### config.mk
export PLATFORM = sky130hd
export DESIGN_NAME = param_fifo
export DESIGN_NICKNAME = d
export VERILOG_FILES = /design/src/rtl/bus_definitions_pkg.sv /design/src/rtl/fifo_regfile.sv /design/src/rtl/param_fifo.sv
export SDC_FILE = /design/constraint.sdc
export NUM_CORES = 1
export LEC_CHECK = 0
export CORE_MARGIN = 4
export CORE_UTILIZATION = 40
export CTS_CLUSTER_DIAMETER = 40
export DETAILED_ROUTE_END_ITERATION = 10
export GPL_TIMING_DRIVEN = 0
export HOLD_SLACK_MARGIN = 0.06
export PLACE_DENSITY = 0.65
export SYNTH_ARGS = -nofsm -noshare
export SYNTH_HDL_FRONTEND = slang
export SYNTH_SLANG_ARGS = --single-unit
### constraint.sdc
create_clock -name clk -period 2.1 [get_ports clk]
set_input_delay 0.21 -clock clk [delete_from_list [all_inputs] [get_ports clk]]
set_output_delay 0.21 -clock clk [all_outputs]
set_load 0.02 [all_outputs]
### src/rtl/bus_definitions_pkg.sv
// Shared bus datapath definitions: default FIFO geometry and the one-hot operation FSM encoding.
package bus_definitions;

  localparam VERSION = "0.2";

  localparam int ws    = 4;
  localparam int depth = 8;
  localparam int as    = $clog2(depth);

  typedef enum logic [1:0] {
    IDLE_B    = 2'd0,
    INSERT_B  = 2'd1,
    REMOVE_B  = 2'd2,
    INS_REM_B = 2'd3
  } fifo_state_bit_t;

  typedef enum logic [3:0] {
    IDLE          = 4'b0001,
    INSERT        = 4'b0010,
    REMOVE        = 4'b0100,
    INSERT_REMOVE = 4'b1000
  } fifo_fsm_states_t;

  function automatic logic is_onehot4(input logic [3:0] v);
    return (v != 4'b0000) && ((v & (v - 4'b0001)) == 4'b0000);
  endfunction

  function automatic fifo_fsm_states_t op_state(input logic push_ok, input logic pop_ok);
    fifo_fsm_states_t s;
    case ({push_ok, pop_ok})
      2'b01:   s = REMOVE;
      2'b10:   s = INSERT;
      2'b11:   s = INSERT_REMOVE;
      default: s = IDLE;
    endcase
    return s;
  endfunction

endpackage

### src/rtl/fifo_regfile.sv
// DEPTH x WS storage with one write port and a registered read port; storage itself is never reset.
module fifo_regfile import bus_definitions::*; #(
  parameter int WS    = ws,
  parameter int DEPTH = depth,
  parameter int AS    = $clog2(DEPTH)
) (
  input  logic          clk,
  input  logic          rst_n,
  input  logic          we,
  input  logic [AS-1:0] waddr,
  input  logic [WS-1:0] wdata,
  input  logic          re,
  input  logic [AS-1:0] raddr,
  output logic [WS-1:0] rdata
);

  logic [WS-1:0] mem_q [DEPTH];
  logic [WS-1:0] rdata_q;

  // Storage write; suppressed while reset is asserted so reset-cycle requests have no effect.
  always_ff @(posedge clk) begin
    if (we && rst_n) begin
      mem_q[waddr] <= wdata;
    end
  end

  // Read register holds the last popped word until the next read.
  always_ff @(posedge clk) begin
    if (!rst_n) begin
      rdata_q <= {WS{1'b0}};
    end else if (re) begin
      rdata_q <= mem_q[raddr];
    end
  end

  assign rdata = rdata_q;

endmodule

### src/rtl/param_fifo.sv
// Parametrised synchronous FIFO with occupancy count, watermarks and one-hot operation state.
// Optional sticky overflow/underflow reporting is built when PARAM_FIFO_ERR_EN is defined.
module param_fifo import bus_definitions::*; #(
  parameter int WS       = ws,
  parameter int DEPTH    = depth,
  parameter int AF_LEVEL = DEPTH - 1,
  parameter int AE_LEVEL = 1,
  localparam int AS      = $clog2(DEPTH)
) (
  input  logic          clk,
  input  logic          rst_n,
  input  logic          push,
  input  logic [WS-1:0] din,
  input  logic          pop,
  output logic [WS-1:0] dout,
  output logic          full,
  output logic          empty,
  output logic          almost_full,
  output logic          almost_empty,
  output logic [AS:0]   count,
`ifdef PARAM_FIFO_ERR_EN
  input  logic          err_clr,
  output logic          overflow,
  output logic          underflow,
`endif
  output logic [3:0]    state
);

  localparam logic [AS:0] DEPTH_C = (AS+1)'(DEPTH);
  localparam logic [AS:0] AF_C    = (AS+1)'(AF_LEVEL);
  localparam logic [AS:0] AE_C    = (AS+1)'(AE_LEVEL);

  logic [AS-1:0]    wr_ptr_q, wr_ptr_d;
  logic [AS-1:0]    rd_ptr_q, rd_ptr_d;
  logic [AS:0]      count_q, count_d;
  fifo_fsm_states_t state_q, state_d;
  logic             push_ok_s, pop_ok_s;

  assign full         = (count_q == DEPTH_C);
  assign empty        = (count_q == {(AS+1){1'b0}});
  assign almost_full  = (count_q >= AF_C);
  assign almost_empty = (count_q <= AE_C);

  // A push into a full FIFO is legal only when a pop frees a slot at the same edge.
  assign pop_ok_s  = pop & ~empty;
  assign push_ok_s = push & (~full | pop);

  // Next-state, pointer and occupancy logic.
  always_comb begin
    wr_ptr_d = wr_ptr_q;
    rd_ptr_d = rd_ptr_q;
    count_d  = count_q;
    state_d  = IDLE;
    if (push_ok_s) begin
      wr_ptr_d = wr_ptr_q + AS'(1);
    end else begin
      wr_ptr_d = wr_ptr_q;
    end
    if (pop_ok_s) begin
      rd_ptr_d = rd_ptr_q + AS'(1);
    end else begin
      rd_ptr_d = rd_ptr_q;
    end
    case ({push_ok_s, pop_ok_s})
      2'b10:   count_d = count_q + (AS+1)'(1);
      2'b01:   count_d = count_q - (AS+1)'(1);
      default: count_d = count_q;
    endcase
    // A corrupted state register reports idle for one cycle; the datapath is unaffected.
    if (is_onehot4(state_q)) begin
      state_d = op_state(push_ok_s, pop_ok_s);
    end else begin
      state_d = IDLE;
    end
  end

  // State, pointer and occupancy registers.
  always_ff @(posedge clk) begin
    if (!rst_n) begin
      wr_ptr_q <= {AS{1'b0}};
      rd_ptr_q <= {AS{1'b0}};
      count_q  <= {(AS+1){1'b0}};
      state_q  <= IDLE;
    end else begin
      wr_ptr_q <= wr_ptr_d;
      rd_ptr_q <= rd_ptr_d;
      count_q  <= count_d;
      state_q  <= state_d;
    end
  end

  fifo_regfile #(
    .WS    (WS),
    .DEPTH (DEPTH),
    .AS    (AS)
  ) u_regfile (
    .clk   (clk),
    .rst_n (rst_n),
    .we    (push_ok_s),
    .waddr (wr_ptr_q),
    .wdata (din),
    .re    (pop_ok_s),
    .raddr (rd_ptr_q),
    .rdata (dout)
  );

  assign count = count_q;
  assign state = state_q;

`ifdef PARAM_FIFO_ERR_EN
  logic overflow_q, overflow_d;
  logic underflow_q, underflow_d;

  // Sticky error flags; a new error in the clear cycle keeps the flag set.
  always_comb begin
    overflow_d  = overflow_q;
    underflow_d = underflow_q;
    if (push && full && !pop) begin
      overflow_d = 1'b1;
    end else if (err_clr) begin
      overflow_d = 1'b0;
    end else begin
      overflow_d = overflow_q;
    end
    if (pop && empty) begin
      underflow_d = 1'b1;
    end else if (err_clr) begin
      underflow_d = 1'b0;
    end else begin
      underflow_d = underflow_q;
    end
  end

  // Error flag registers.
  always_ff @(posedge clk) begin
    if (!rst_n) begin
      overflow_q  <= 1'b0;
      underflow_q <= 1'b0;
    end else begin
      overflow_q  <= overflow_d;
      underflow_q <= underflow_d;
    end
  end

  assign overflow  = overflow_q;
  assign underflow = underflow_q;
`endif

endmodule

* Yosys cells after proc, flatten, opt, wreduce, memory -nomap -nowiden
Memories as Yosys holds them, arrays and structs flattened. A register that Yosys moved wholly into a read port is not among the register bits.
Cells that the tools add are included.
** Storage, ports and cells
- Flip-flop bits (word level) :: 14
- Latch bits :: 0
- Bits in writable memories :: 32
- Memory bits (read-only) :: 0
- Input bits :: 8
- Output and inout bits :: 16
- Word-level logic and storage cells :: 34
- Memories :: 1
** Cells by class
- Add/subtract/negate cells :: 5
- Multiply operators :: 0
- Div/mod/pow operators :: 0
- $lt $le $gt $ge :: 2
- Eq/ne operators :: 4
- Shifts and indexed selects :: 0
- Muxes and demuxes :: 4
- Bitwise logic cells :: 6
- Reductions and logical operators :: 8
** Memories
- u_regfile.mem_q :: depth 8, width 4, rd ports 1, clocked after Yosys merged registers in 1, wr ports 1, RTL line fifo_regfile.sv:17 : logic [WS-1:0] mem_q [DEPTH];
** Operators with widths (number)
- 4-bit case mux with 3 select lines :: 1
- 4-bit logical NOT :: 2
- 4-bit case mux with 2 select lines :: 1
- 4-bit by 1-bit subtractor with 4-bit output (second input constant) :: 2
- 3-bit by 1-bit adder with 3-bit output (second input constant) :: 2
- 4-bit by 1-bit adder with 4-bit output (second input constant) :: 1
- 4-bit bitwise AND :: 1
- 2-bit equality test (second input constant) :: 2
- 4-bit equality test (second input constant) :: 1
- 4-bit by 3-bit greater-or-equal comparator with 1-bit output (second input constant) :: 1
- 4-bit by 1-bit <= comparator with 1-bit output (second input constant) :: 1
- 4-bit nonzero test :: 1
- 1-bit bitwise AND :: 2
- 2-bit by 1-bit equality test with 1-bit output (second input constant) :: 1
- 1-bit logical AND :: 2
- 1-bit 2-to-1 mux :: 2
- 1-bit NOT :: 2
- 2-bit AND reduction :: 1
- 2-bit nonzero test :: 1
- 1-bit logical NOT :: 1
- 1-bit bitwise OR :: 1

* Logic depth before layout (Yosys ltp)
- Depth in word-level cells :: 7
- Mapped depth :: 10
- Depth with buffers taken out :: 10

* Cells and area by module
Synthesis repeated with hierarchy kept, for this count alone.
** Second synthesis, totals
- Cells, all modules :: 165
- Area, all modules :: 2204.6 um^2
** By module, submodules not included
- fifo_regfile :: instances 1, cells an instance 79, area an instance 1423.9 um^2, seq. area each 1041.0 um^2
- param_fifo :: instances 1, cells an instance 86, area an instance 780.7 um^2, seq. area each 280.3 um^2

* Worst setup path after synthesis
OpenSTA, ideal clock, no wires.
- Path type :: reg2reg
- Start :: register count_q[0] (netlist: count[0])
- End :: register count_q[3] (netlist: count[3])
- Setup time :: 0.115 ns
- Arrival time :: 2.066 ns
- Data required time :: 1.985 ns
- Slack :: -0.081 ns
- Cell stages (with the launch flop) :: 11
- Buffers on the path :: 0
- Period minus slack after synthesis :: 2.181 ns
- Cell sequence :: dfxtp_1 -> inv_1 -> ha_1 -> or3b_4 -> nand2_4 -> inv_2 -> ha_1 -> and4b_1 -> o21ai_0 -> xnor2_1 -> and2_1
** On the way
- Elaborated cells on any way between the ends :: 13
- Classes of those cells :: add/sub: 2; eq/ne: 3; mux: 1; bitwise: 5; reduce/logical: 2
** RTL lines
- from (decl) :: RTL line param_fifo.sv:35 : logic [AS:0] count_q, count_d;
- from (signal assigned) :: RTL line param_fifo.sv:82 : count_q <= {(AS+1){1'b0}};
- from (signal assigned) :: RTL line param_fifo.sv:87 : count_q <= count_d;
- 4-bit logical NOT (*) :: RTL line param_fifo.sv:40 : assign empty = (count_q == {(AS+1){1'b0}});
- 1-bit NOT (*) :: RTL line param_fifo.sv:45 : assign pop_ok_s = pop & ~empty;
- 1-bit bitwise AND (*) :: RTL line param_fifo.sv:45
- via pop_ok_s :: RTL line param_fifo.sv:37 : logic push_ok_s, pop_ok_s;
- 2-bit by 1-bit equality test with 1-bit output / 2-bit equality test (equally long branches) :: RTL line param_fifo.sv:64 : case ({push_ok_s, pop_ok_s})
- 4-bit case mux with 2 select lines / 2-bit nonzero test (equally long branches)
Mark *: on every way through the listed nets, which the timed path passes. The rest lies on a longest branch.
A chain may end at the register's enable or synchronous reset.

* Worst setup path after layout
- Start :: register count_q[1] (netlist: count[1])
- End :: register count_q[3] (netlist: count[3])
The elaborated chain is that of the path after synthesis.

==> out/metrics.csv <==
metric,value,unit
h-tree-depth,2,
hpwl,2990,microns
r2r-end,count[3],
root_buffer,clkbuf_8,
syn-cell-area,2190,sq um
synth_simple_gate_area_share,11.4,%
synth.area.mux_share,11.9,%
core_region_area,5200,sq um
overflow,0,
grt_max_degree,17,
period_share,98.7,%
row_count,26,
synth_compound_area_share,4.74,%
ys_seq_elements,50,
fin_skew,0.00407,ns
grt-busiest-layer,met2,
fmax,0.482,GHz
crit_chain,"inv_2, ha_4, or3b_4, nand2_4, inv_2, ha_4, and4b_1, o21ai_0, xnor2_1, and2_1",
synth_area_leaders,"edfxtp_1, dfxtp_1, mux2i_1",
ys_types,35,
grt_setup_unrepaired,yes,
synth_nets,177,
cts_tree,yes,
grt_use_met3,2.74,%
drc,0,
io_buffer_count,23,
finalHoldViolCount,0,
synth-adder-area-share,5.14,%
fillers,453,
syn_inst,160,
hold_depth,2,
clk-insertion-delay-late,0.30,ns
clk_path_buf_depth,2,
synth_top_family_by_area,multiplexers,
fin_crit,2.07,ns
hold_class,reg2reg,
ys_seq_area_share,60.3,%
grt_pass1_wl,6690,microns
place.gp.congestion,0.751,
fp.dieW,82.0,microns
synth-edff-count,32,
crit_type,reg2reg,
ios,24,
met2_usage,23.0,%
die_y,82.0,microns
cp_top_family,simple AND/OR/NAND/NOR gates,
wl,4040,microns
crit_fanout,6,
setup_viol,0,
die_area,6730,sq um
critPathBufInv,2,
cp-startpoint,count[1],
grt_util_met1,16.6,%
leakagePower,0.000966,uW
holdWs,0.471,ns
drive_gt1_share,18.8,%
outcome,completed,
synthXorXnorAreaFrac,3.60,%
synth_top_area_share,43.8,%
synth_common_cells,"edfxtp_1, dfxtp_1, mux2i_1, nand2_1, ha_1",
area_growth_syn_to_layout,24.7,%
worst-endpoint-arrival,2.27,ns
power_density,1110,nW/um^2
rr_startpoint,count[1],
crit_slowest_cell,or3b_4,
synth_ff_type,edfxtp_1,
startpoint_type,register,
reg2reg_slack,0.03,ns
vdd_drop_max,0.000454,V
antenna_cells,0,
worstPathRequired,2.30,ns
async_reset_ff_share,0,%
grt.total_usage,13.4,%
total_power,3040,uW
path_clk_slew,0.09,ns
routed_via_density,4.97,
initial_utilization,42.1,%
crit_cells,10,
drt_pass1_iterations,4,
wire_per_inst,15.1,microns
routed-via-count,1328,
fin_nets,213,
rr_worst_depth,10,
slew_headroom,56.5,%
antenna_found_initial,0,
cts_buffers,5,
synth_area_leader_cell,edfxtp_1,
syn_avg_cell_area,13.7,sq um
final_core_util,52.5,%
end_kind,register,
grt_pass1_vias,1327,
antenna_left,0,
maxCapViolCount,0,
clock_sinks,50,
slew_viol_final,0,
synth-warning-count,0,
drtIter0Drc,103,
slowest_delay,0.41,ns
yosys.cell_count.top_type,edfxtp_1,
worst_slew_pin_slew,0.647,ns
crit_end,count[3],
-- report_power, final --
| part | switching, uW | internal [uW] |
|---|---|---|
| clock | 320 | 355 |
| combinational | 536 | 597 |
| sequential | 90.9 | 1140 |
-- registers in the layout (all words and copies together), names as in the netlist --
signal	flops
rd_ptr_q	3
count	4
u_regfile.rdata	4
state	4
u_regfile.mem_q	32
wr_ptr_q	3
-- worst reg2reg max path: stages, from the launching register on --
cell     delay, ns
dfxtp_4       0.37
inv_2         0.08
ha_4          0.15
or3b_4        0.41
nand2_4       0.10
inv_2         0.07
ha_4          0.18
and4b_1       0.23
o21ai_0       0.10
xnor2_1       0.14
and2_1        0.15
-- logic make-up (layout without fill, tap and decap cells) --
family | count (synthesis) | in the layout
buf+inv | 11 | 48
flops | 50 | 50
mux | 21 | 21
simple gates | 46 | 46
compound gates | 14 | 14
xor+xnor | 9 | 9
fa+ha+maj | 9 | 9
-- how the worst min path moves through the flow --
stage                                  endpoint  slack, ns          startpoint
after floorplan           u_regfile.mem_q[0][0]       0.31              din[0]
after global placement       u_regfile.rdata[0]       0.44  u_regfile.rdata[0]
after detailed placement     u_regfile.rdata[0]       0.45  u_regfile.rdata[0]
after CTS                    u_regfile.rdata[2]       0.47  u_regfile.rdata[2]
after global routing         u_regfile.rdata[0]       0.49  u_regfile.rdata[0]
final                        u_regfile.rdata[2]       0.47  u_regfile.rdata[2]
-- metal layers --
layer | share of wire, % | wire [microns] | vias to the layer above
met5 | 0 | 0 | -
met3 | 2.0 | 80 | 5
met4 | 1.6 | 64 | 0
li1 | - | - | 652
met2 | 52 | 2090 | 18
met1 | 45 | 1810 | 653
-- cell type report --
class	count	area (sq um)	share of cell area (%)
inverters	6	22.5	0.824
clock inverters	3	42.5	1.56
clock buffers	5	68.8	2.52
repair buffers	29	274	10.0
flip-flops and latches	50	1330	48.6
multi-input cells	99	867	31.7
plain buffers	5	42.5	1.56
well taps	70	87.6	3.20
-- layout by cell type (no fill, tap or decap), types with 2 or more instances in the layout --
cell             synthesis  routed
nor3_2                   0       2
inv_1                    5       3
o21ai_0                  3       3
dfxtp_1                 18      16
nand3_1                  3       3
clkbuf_8                 0       5
dfxtp_4                  0       2
nor3_1                   6       4
clkdlybuf4s50_1          0      22
a21boi_0                 2       2
xor2_1                   2       2
mux4_2                   4       4
buf_4                    0       6
edfxtp_1                32      32
inv_2                    1       3
ha_4                     0       2
mux2i_1                 16      16
and2_1                   8       8
o2bb2ai_1                2       2
clkbuf_1                 3       3
xnor2_1                  7       7
nor4_2                   0       2
nor2_1                   6       6
nand2_1                 14      14
or3b_2                   2       2
ha_1                     9       7
-- stage by stage --
stage / std cells / setup WS, ns / TNS [ns] / area [sq um]
6_report: 267 / 0.0274 / 0 / 2730
5_1_grt: 267 / -0.0627 / -0.0627 / 2730
4_1_cts: 262 / -0.0548 / -0.0548 / 2670
3_5_place_dp: 253 / -0.292 / -3.73 / 2520
3_3_place_gp: 253 / -0.216 / -2.62 / 2520
2_1_floorplan: 160 / 0.0231 / 0 / 2200
-- what timing repair did --
action | in CTS | in global routing
buffers inserted | 1 | 5
pin swaps | 1 | 1
hold buffers | 0 | 0
setup endpoints to repair | 19 | 14
resized for setup | 8 | 5
(Power assumes the default switching activity.)
